### src/rtl/serial_slave_port.sv
// serial_slave_port
// Bus slave endpoint: decodes a serial control frame (START, ID, R/W, burst
// flag, address, optional LEN) and then moves one or LEN+1 words between a
// small register memory and the serial wrD/rD lines under valid/ready
// bit-level handshaking. Memory contents are not reset.

module serial_slave_port #(
  parameter int DATA_WIDTH     = 8,
  parameter int ADDR_WIDTH     = 4,
  parameter int SLAVE_ID_WIDTH = 3,
  parameter int SLAVE_ID       = 1,
  parameter int BURST_WIDTH    = 4
) (
  input  logic clk,
  input  logic rstN,
  input  logic control,
  input  logic wrD,
  input  logic valid,
  output logic rD,
  output logic ready
);

  localparam int DEPTH     = 1 << ADDR_WIDTH;
  // Frame bits after START without / with the LEN field.
  localparam int HDR_BITS  = SLAVE_ID_WIDTH + 2 + ADDR_WIDTH;
  localparam int FRAME_MAX = HDR_BITS + BURST_WIDTH;
  localparam int CNT_MAX   = (FRAME_MAX > DATA_WIDTH) ? FRAME_MAX : DATA_WIDTH;
  localparam int CNT_W     = $clog2(CNT_MAX + 1);

  // Bit-counter positions of the frame fields (0 = first ID bit).
  localparam logic [CNT_W-1:0] POS_RW      = CNT_W'(SLAVE_ID_WIDTH);
  localparam logic [CNT_W-1:0] POS_B       = CNT_W'(SLAVE_ID_WIDTH + 1);
  localparam logic [CNT_W-1:0] POS_LEN     = CNT_W'(HDR_BITS);
  localparam logic [CNT_W-1:0] LAST_HDR    = CNT_W'(HDR_BITS - 1);
  localparam logic [CNT_W-1:0] LAST_BURST  = CNT_W'(FRAME_MAX - 1);
  localparam logic [CNT_W-1:0] LAST_DATA   = CNT_W'(DATA_WIDTH - 1);

  localparam logic [CNT_W-1:0]          CNT_ZERO  = {CNT_W{1'b0}};
  localparam logic [CNT_W-1:0]          CNT_ONE   = {{(CNT_W-1){1'b0}}, 1'b1};
  localparam logic [ADDR_WIDTH-1:0]     ADDR_ONE  = {{(ADDR_WIDTH-1){1'b0}}, 1'b1};
  localparam logic [BURST_WIDTH-1:0]    WCNT_ZERO = {BURST_WIDTH{1'b0}};
  localparam logic [BURST_WIDTH-1:0]    WCNT_ONE  = {{(BURST_WIDTH-1){1'b0}}, 1'b1};
  localparam logic [SLAVE_ID_WIDTH-1:0] MY_ID     = SLAVE_ID_WIDTH'(SLAVE_ID);

  typedef enum logic [2:0] {
    ST_IDLE   = 3'd0,
    ST_CTRL   = 3'd1,
    ST_WRITE  = 3'd2,
    ST_RLOAD  = 3'd3,
    ST_RSHIFT = 3'd4,
    ST_DONE   = 3'd5
  } state_e;

  state_e                    state_q;
  logic [CNT_W-1:0]          bit_cnt_q;
  logic [SLAVE_ID_WIDTH-1:0] id_q;
  logic                      wr_q;
  logic                      burst_q;
  logic [ADDR_WIDTH-1:0]     addr_q;
  // Words still to transfer after the current one; LEN shifts straight in.
  logic [BURST_WIDTH-1:0]    wcnt_q;
  logic [DATA_WIDTH-1:0]     shift_q;
  logic                      ready_q;

  logic [DATA_WIDTH-1:0]     mem_q [DEPTH];

  logic                      frame_last;
  logic                      id_hit;
  logic                      data_last;
  logic                      mem_we;
  logic [DATA_WIDTH-1:0]     mem_wdata;

  // Decode of frame end, ID match, word end and the memory write strobe.
  always_comb begin
    frame_last = 1'b0;
    id_hit     = (id_q == MY_ID);
    data_last  = (bit_cnt_q == LAST_DATA);
    mem_wdata  = {shift_q[DATA_WIDTH-2:0], wrD};
    mem_we     = 1'b0;
    // B is captured well before the last header bit, so it selects the end.
    if (burst_q) begin
      frame_last = (bit_cnt_q == LAST_BURST);
    end else begin
      frame_last = (bit_cnt_q == LAST_HDR);
    end
    if ((state_q == ST_WRITE) && valid && data_last) begin
      mem_we = 1'b1;
    end else begin
      mem_we = 1'b0;
    end
  end

  // Register memory write port; contents survive reset.
  always_ff @(posedge clk) begin
    if (mem_we) begin
      mem_q[addr_q] <= mem_wdata;
    end
  end

  // Control FSM with frame decode, datapath and registered ready.
  always_ff @(posedge clk or negedge rstN) begin
    if (!rstN) begin
      state_q   <= ST_IDLE;
      bit_cnt_q <= CNT_ZERO;
      id_q      <= {SLAVE_ID_WIDTH{1'b0}};
      wr_q      <= 1'b0;
      burst_q   <= 1'b0;
      addr_q    <= {ADDR_WIDTH{1'b0}};
      wcnt_q    <= WCNT_ZERO;
      shift_q   <= {DATA_WIDTH{1'b0}};
      ready_q   <= 1'b0;
    end else begin
      case (state_q)
        ST_IDLE: begin
          ready_q <= 1'b0;
          if (control) begin
            state_q   <= ST_CTRL;
            bit_cnt_q <= CNT_ZERO;
            burst_q   <= 1'b0;
            wcnt_q    <= WCNT_ZERO;
          end
        end

        ST_CTRL: begin
          bit_cnt_q <= bit_cnt_q + CNT_ONE;
          if (bit_cnt_q < POS_RW) begin
            id_q <= {id_q[SLAVE_ID_WIDTH-2:0], control};
          end else if (bit_cnt_q == POS_RW) begin
            wr_q <= control;
          end else if (bit_cnt_q == POS_B) begin
            burst_q <= control;
          end else if (bit_cnt_q < POS_LEN) begin
            addr_q <= {addr_q[ADDR_WIDTH-2:0], control};
          end else begin
            wcnt_q <= {wcnt_q[BURST_WIDTH-2:0], control};
          end

          // Whole frame is consumed even on a miss so no frame bit is a START.
          if (frame_last) begin
            bit_cnt_q <= CNT_ZERO;
            if (!id_hit) begin
              state_q <= ST_IDLE;
              ready_q <= 1'b0;
            end else if (wr_q) begin
              state_q <= ST_WRITE;
              ready_q <= 1'b1;
            end else begin
              state_q <= ST_RLOAD;
              ready_q <= 1'b0;
            end
          end
        end

        ST_WRITE: begin
          if (valid) begin
            shift_q <= mem_wdata;
            if (data_last) begin
              addr_q    <= addr_q + ADDR_ONE;
              bit_cnt_q <= CNT_ZERO;
              if (wcnt_q == WCNT_ZERO) begin
                state_q <= ST_DONE;
                ready_q <= 1'b0;
              end else begin
                wcnt_q <= wcnt_q - WCNT_ONE;
              end
            end else begin
              bit_cnt_q <= bit_cnt_q + CNT_ONE;
            end
          end
        end

        ST_RLOAD: begin
          shift_q   <= mem_q[addr_q];
          bit_cnt_q <= CNT_ZERO;
          state_q   <= ST_RSHIFT;
          ready_q   <= 1'b1;
        end

        ST_RSHIFT: begin
          if (valid) begin
            shift_q <= {shift_q[DATA_WIDTH-2:0], 1'b0};
            if (data_last) begin
              addr_q    <= addr_q + ADDR_ONE;
              bit_cnt_q <= CNT_ZERO;
              ready_q   <= 1'b0;
              if (wcnt_q == WCNT_ZERO) begin
                state_q <= ST_DONE;
              end else begin
                wcnt_q  <= wcnt_q - WCNT_ONE;
                state_q <= ST_RLOAD;
              end
            end else begin
              bit_cnt_q <= bit_cnt_q + CNT_ONE;
            end
          end
        end

        ST_DONE: begin
          state_q <= ST_IDLE;
          ready_q <= 1'b0;
        end

        default: begin
          state_q <= ST_IDLE;
          ready_q <= 1'b0;
        end
      endcase
    end
  end

  assign ready = ready_q;
  // Read data is the shift register MSB: a pure register output.
  assign rD    = shift_q[DATA_WIDTH-1];

endmodule

### config.mk
export PLATFORM = sky130hd
export DESIGN_NAME = serial_slave_port
export DESIGN_NICKNAME = d
export VERILOG_FILES = /design/src/rtl/serial_slave_port.sv
export SDC_FILE = /design/constraint.sdc
export NUM_CORES = 1
export LEC_CHECK = 0
export BUFFER_PORTS_ARGS = -buffer_cell sky130_fd_sc_hd__buf_2
export CAP_MARGIN = 40
export CORE_ASPECT_RATIO = 0.9
export CORE_MARGIN = 1.5
export CORE_UTILIZATION = 37
export CTS_CLUSTER_DIAMETER = 100
export DETAILED_ROUTE_END_ITERATION = 10
export PLACE_DENSITY = 0.53
export SKIP_CTS_REPAIR_TIMING = 1
export SYNTH_ARGS = -nofsm -noshare
export SYNTH_HDL_FRONTEND = slang
export SYNTH_SLANG_ARGS = --single-unit
### constraint.sdc
create_clock -name clk -period 3.3 [get_ports clk]
set_clock_uncertainty 0.05 [all_clocks]
set_input_delay 0.165 -clock clk [delete_from_list [all_inputs] [get_ports clk]]
set_output_delay 0.165 -clock clk [all_outputs]
set_load 0.01 [all_outputs]
; After elaboration in Yosys (flattened, before gate mapping)
; Memories as Yosys holds them, arrays and structs flattened.
; Cells that the tools add are included.
[word_totals]
ff_bits = 29
memories = 1
ramBits = 128
elab_cells = 113
inputBits = 5
out_inout_bits = 2
[classes]
n_eq_ne = 26
n_mux = 52
bitwise = 1
order_cmp = 2
n_addsub = 3
n_reduce_logical = 19
[mem_list]
columns = name, words, width, rd, rd_clocked_by_memory_dff, wr, line
row1 = mem_q, 16, 8, 1, 0, 1, 65  ; logic [DATA_WIDTH-1:0] mem_q [DEPTH];
[op_table]
columns = cell, count
row1 = $mux W4, 17
row2 = $ne A2 B2 Y1 const B, 13
row3 = $mux W3, 8
row4 = $pmux W8 S3, 1
row5 = $mux W1, 17
row6 = $mux W8, 2
row7 = $pmux W4 S4, 1
row8 = $pmux W3 S5, 1
row9 = $reduce_and A7 Y1, 2
row10 = $pmux W4 S3, 1
row11 = $reduce_and A3 Y1, 3
row12 = $reduce_and A9 Y1, 1
row13 = $add A4 B1 Y4 const B, 2
row14 = $eq A4 B3 Y1 const B, 2
row15 = $eq A4 B4 Y1 const B, 2
row16 = $pmux W4 S2, 1
row17 = $eq A3 B1 Y1 const B, 2
row18 = $eq A3 B2 Y1 const B, 2
row19 = $ne A2 B1 Y1 const B, 3
row20 = $reduce_and A6 Y1, 1
row21 = $reduce_bool A3 Y1, 2
row22 = $reduce_and A5 Y1, 1
row23 = $eq A4 B2 Y1 const B, 1
row24 = $logic_not A4 Y1, 1
row25 = other kinds (14), 16

; Logic depth before layout (Yosys ltp)
[logic_depth]
word_depth = 6
depth_mapped = 8

; Worst setup path before layout
; OpenSTA, ideal clock, no wires.
[synth_path]
kind = reg2reg
startpoint = register addr_q[0]
endpoint = memory mem_q[0][0], enable pin
setup_time_ns = 0.383
synth_period_minus_slack_ns = 2.312
stages_incl_launch_ff = 8
arrival_ns = 1.878
n_path_buf = 3
setup_slack_ns = 0.988
path_cell_list = dfrtp_1 -> buf_4 -> buf_4 -> buf_2 -> inv_1 -> ha_1 -> nand2_1 -> nor3_1
[synth_lines]
columns = element, line
row1 = start: declaration, 59  ; logic [ADDR_WIDTH-1:0] addr_q;
row2 = start signal: assignment, 108  ; addr_q <= {ADDR_WIDTH{1'b0}};
row3 = start signal: assignment, 133  ; addr_q <= {addr_q[ADDR_WIDTH-2:0], control};
row4 = start signal: assignment, 158  ; addr_q <= addr_q + ADDR_ONE;
row5 = end: declaration, 65
; No word-level cell before the write port.

; Final worst setup path
[layout_path]
startpoint = register state_q[1]
endpoint = memory mem_q[11][5], enable pin
[layout_via]
elab_chain_cells = 6
[layout_rtl]
columns = element, line
row1 = start: declaration, 54  ; state_e state_q;
row2 = start signal: assignment, 103  ; state_q <= ST_IDLE;
row3 = start signal: assignment, 117  ; state_q <= ST_CTRL;
row4 = start signal: assignment, 142  ; state_q <= ST_IDLE;
row5 = $eq A3 B2 Y1, 86  ; if ((state_q == ST_WRITE) && valid && data_last) begin
row6 = $logic_and A1 B1 Y1 (2 in a row), 86
row7 = $mux W1, 86
row8 = $mux W1, 95  ; if (mem_we) begin
row9 = $mux W1 (not written as such), 96  ; mem_q[addr_q] <= mem_wdata;
; No other way between the ends.

==> impl_metrics.csv <==
group,metric,value,unit
power,seqPwrFrac,0.454,
timing,worst_pin_slew,0.8783,ns
cells_and_area,multi_input_area,2160,um^2
floorplanning,initial_utilization,0.3764,
detailed_routing,totalWireLength,15140,um
detailed_routing,firstDrtPassIters,4,
clock_tree,numClockSinks,157,
detailed_routing,vias_per_cell,5.303,
clock_tree,htreeDepth,4,
run,cap_violations,0,
power,switchingPower,2.360,mW
cells_and_area,post-route-util,0.4214,
floorplanning,chipWidth,147,um
placed_design,place_congestion,0.7658,
power,p_clk_frac,0.272,
synthesis,yosysTopAreaCell,"edfxtp_1",
synthesis,ys.flop_type,"edfxtp_1",
placed_design,dpl.hpwl,9871,um
synthesis,synthTopCellsByArea,"edfxtp_1 (56%), dfrtp_1 (11%), mux4_2 (7.8%)",
run_status,status,"complete, no violations",
synthesis,postSynthAreaPerCell,15.01,um^2
floorplanning,dieArea,19490,um^2
cells_and_area,n_fill_cell,1694,
synthesis,ys_ff_latch,157,
worst_setup_path,cp-end-kind,"flop",
clock_tree,cts.path.max_buffers,2,
worst_setup_path,path_cells,"nor2b_1 > nand2b_1 > nor2_1 > nand2_1 > nor2_1",
detailed_routing,drt-initial-drc-count,314,
global_route,grt_pass1_vias,3935,
worst_setup_path,crit_top_cell,"nor2_1",
worst_setup_path,criticalPathCategory,"reg -> reg",
placed_design,portBuffers,6,
global_route,grt_pass1_wl,23850,um
synthesis,synth_top_area_share,0.5566,
synthesis,postSynthNetCount,473,
synthesis,syn-cell-area,6905,um^2
timing,hold_viol,0,
synthesis,async_flop_share,0.1847,
clock_tree,cts_tree,"done",
global_route,grt_max_degree,30,
floorplanning,die_height,132.6,um
global_route,antenna_found_initial,0,
worst_setup_path,required,3.30,ns
timing,rsz0062_at_grt,"false",
timing,fmax,0.3784,GHz
detailed_routing,drc,0,
cells_and_area,drive_above_1_share,0.1954,
detailed_routing,vias,3850,
timing,period_share,0.8009,
synthesis,yosysWarnings,0,
timing,maxSlewHeadroom,0.4145,
cells_and_area,seqCellArea,4571,um^2
synthesis,synth_cell_type_count,64,
power,comb_power_share,0.274,
cells_and_area,final_cell_mix,"edfxtp_1 (128), nand2_1 (44), nor2_1 (38)",
power,vdd_ir_drop_max,0.3838,mV
clock_tree,worst_skew_pair.late_latency,0.42,ns
synthesis,netlist_instances,460,
worst_setup_path,crit_fanout,17,
power,cell_internal_pwr,4.427,mW
detailed_routing,antenna_left,0,
synthesis,synth_edf_count,128,
worst_setup_path,cp_slowest_cell,"dfrtp_1",
placed_design,placed_area,7161,um^2
power,leakagePower,2.727,nW
global_route,grt.total_usage,0.1681,
timing,final.setup.tns,0,ns
worst_setup_path,crit_arrival,2.64,ns
timing,finalSetupViolCount,0,
cells_and_area,areaGrowthSynthToFinish,11.98,%
synthesis,ys_seq_area_frac,0.6617,
power,powerDensity,877.7,nW/um^2
floorplanning,core,18350,um^2
cells_and_area,final_common_cell,"edfxtp_1",
timing,post-route-min-period,2.643,ns
worst_setup_path,critPathLaunchType,"flop",
cells_and_area,diodes,0,
global_route,grt.overflow.total,0,
power,swShare,0.3477,
cells_and_area,stdcell_area,7732,um^2
floorplanning,rows,47,
floorplanning,pin_count,7,
clock_tree,clockRootBuffer,"clkbuf_16",
power,power,6.787,mW
clock_tree,cts_buffers,17,
detailed_routing,detail_route.wl_per_cell,20.85,um
timing,drv_slew,0,
clock_tree,clkTransAtPathRegs,0.06,ns
worst_setup_path,slowest_delay,0.61,ns
hold_path,worstHoldPathType,"in -> reg",
cells_and_area,layout.nets,481,
[critical path: cells and delay by family (launching register included)]
kind	cells	cell delay (ns)
flops	1	0.61
simple gates	5	1.61
[cell families (layout without fill, tap and decap cells)]
| family | count (synthesis) | in the layout | synth area share |
|---|---|---|---|
| flops | 157 | 157 | 0.6617 |
| simple gates | 128 | 128 | 0.09422 |
| compound gates | 81 | 81 | 0.08751 |
| mux | 48 | 48 | 0.1140 |
| buf+inv | 36 | 57 | 0.02555 |
| fa+ha+maj | 8 | 8 | 0.01450 |
| xor+xnor | 2 | 2 | 0.002537 |
[power by group through the flow]
stage / clock [mW] / combinational (mW) / sequential (mW)
2_1_floorplan: 0 / 1.75 / 2.69
3_3_place_gp: 0 / 1.86 / 3.13
3_5_place_dp: 0 / 1.86 / 3.14
4_1_cts: 1.88 / 1.87 / 3.09
5_1_grt: 1.97 / 2.07 / 3.15
6_report: 1.85 / 1.86 / 3.08
[flip-flops by register name, summed over array words and instances (netlist names)]
signal	count
shift_q	8
wcnt_q	4
addr_q	4
burst_q	1
id_q	3
state_q	3
wr_q	1
mem_q	128
bit_cnt_q	4
ready	1
[through the flow]
stage | hold slack [ns] | setup slack, ns | instances
3_3_place_gp | 0.1958 | 0.6972 | 693
4_1_cts | -0.2466 | 0.6072 | 725
6_report | 0.04363 | 0.6571 | 726
3_5_place_dp | 0.2052 | 0.6221 | 693
2_1_floorplan | -0.1806 | 0.9883 | 460
5_1_grt | 0.05849 | 0.4022 | 726
[final cells by class]
class / instances / share of cell area
multi-input combinational: 267 / 0.2793
tap: 245 / 0.03964
sequential: 157 / 0.5911
inverter: 11 / 0.005340
timing repair buffer: 14 / 0.01197
clock inverter: 14 / 0.01715
clock buffer: 18 / 0.05550
[routing by layer]
metal  routed length (um)  global-route usage  up-vias
li1                     -                   -     1788
met1                 7253              0.2511     1949
met2                 6837              0.2482      100
met3                  910             0.04034       13
met4                  138             0.04000        0
met5                    0                   0        -
[synth_stat cells (4+ instances only)]
library cell / count
mux4_2: 24
mux2_2: 5
a211oi_1: 9
dfrtp_1: 29
buf_2: 6
edfxtp_1: 128
nor3_1: 5
nand3_1: 5
nand2b_1: 6
nor2b_1: 4
clkbuf_1: 12
mux2i_1: 19
o21ai_0: 4
o22ai_1: 9
a21oi_1: 23
ha_1: 8
buf_4: 5
nand2_1: 44
inv_1: 10
nor2_1: 38
[path summary, 6_finish.rpt]
path / from / slack (ns) / end / cells past startpoint
worst max-delay path: state_q[1]$_DFFE_PN0P_ / 0.66 / mem_q[11][5]$_DFFE_PP_ / 5
worst min-delay path: control / 0.04 / burst_q$_DFFE_PN0P_ / 2
worst max register to register: state_q[1]$_DFFE_PN0P_ / 0.66 / mem_q[11][5]$_DFFE_PP_ / 5
worst min register to register: id_q[0]$_DFFE_PN0P_ / 0.47 / id_q[0]$_DFFE_PN0P_ / 1
max in group asynchronous: rstN / 2.43 / addr_q[0]$_DFFE_PN0P_ / 2
min in group asynchronous: rstN / 0.27 / wcnt_q[1]$_DFFE_PN0P_ / 2
Power figures use the tool's default switching activity.
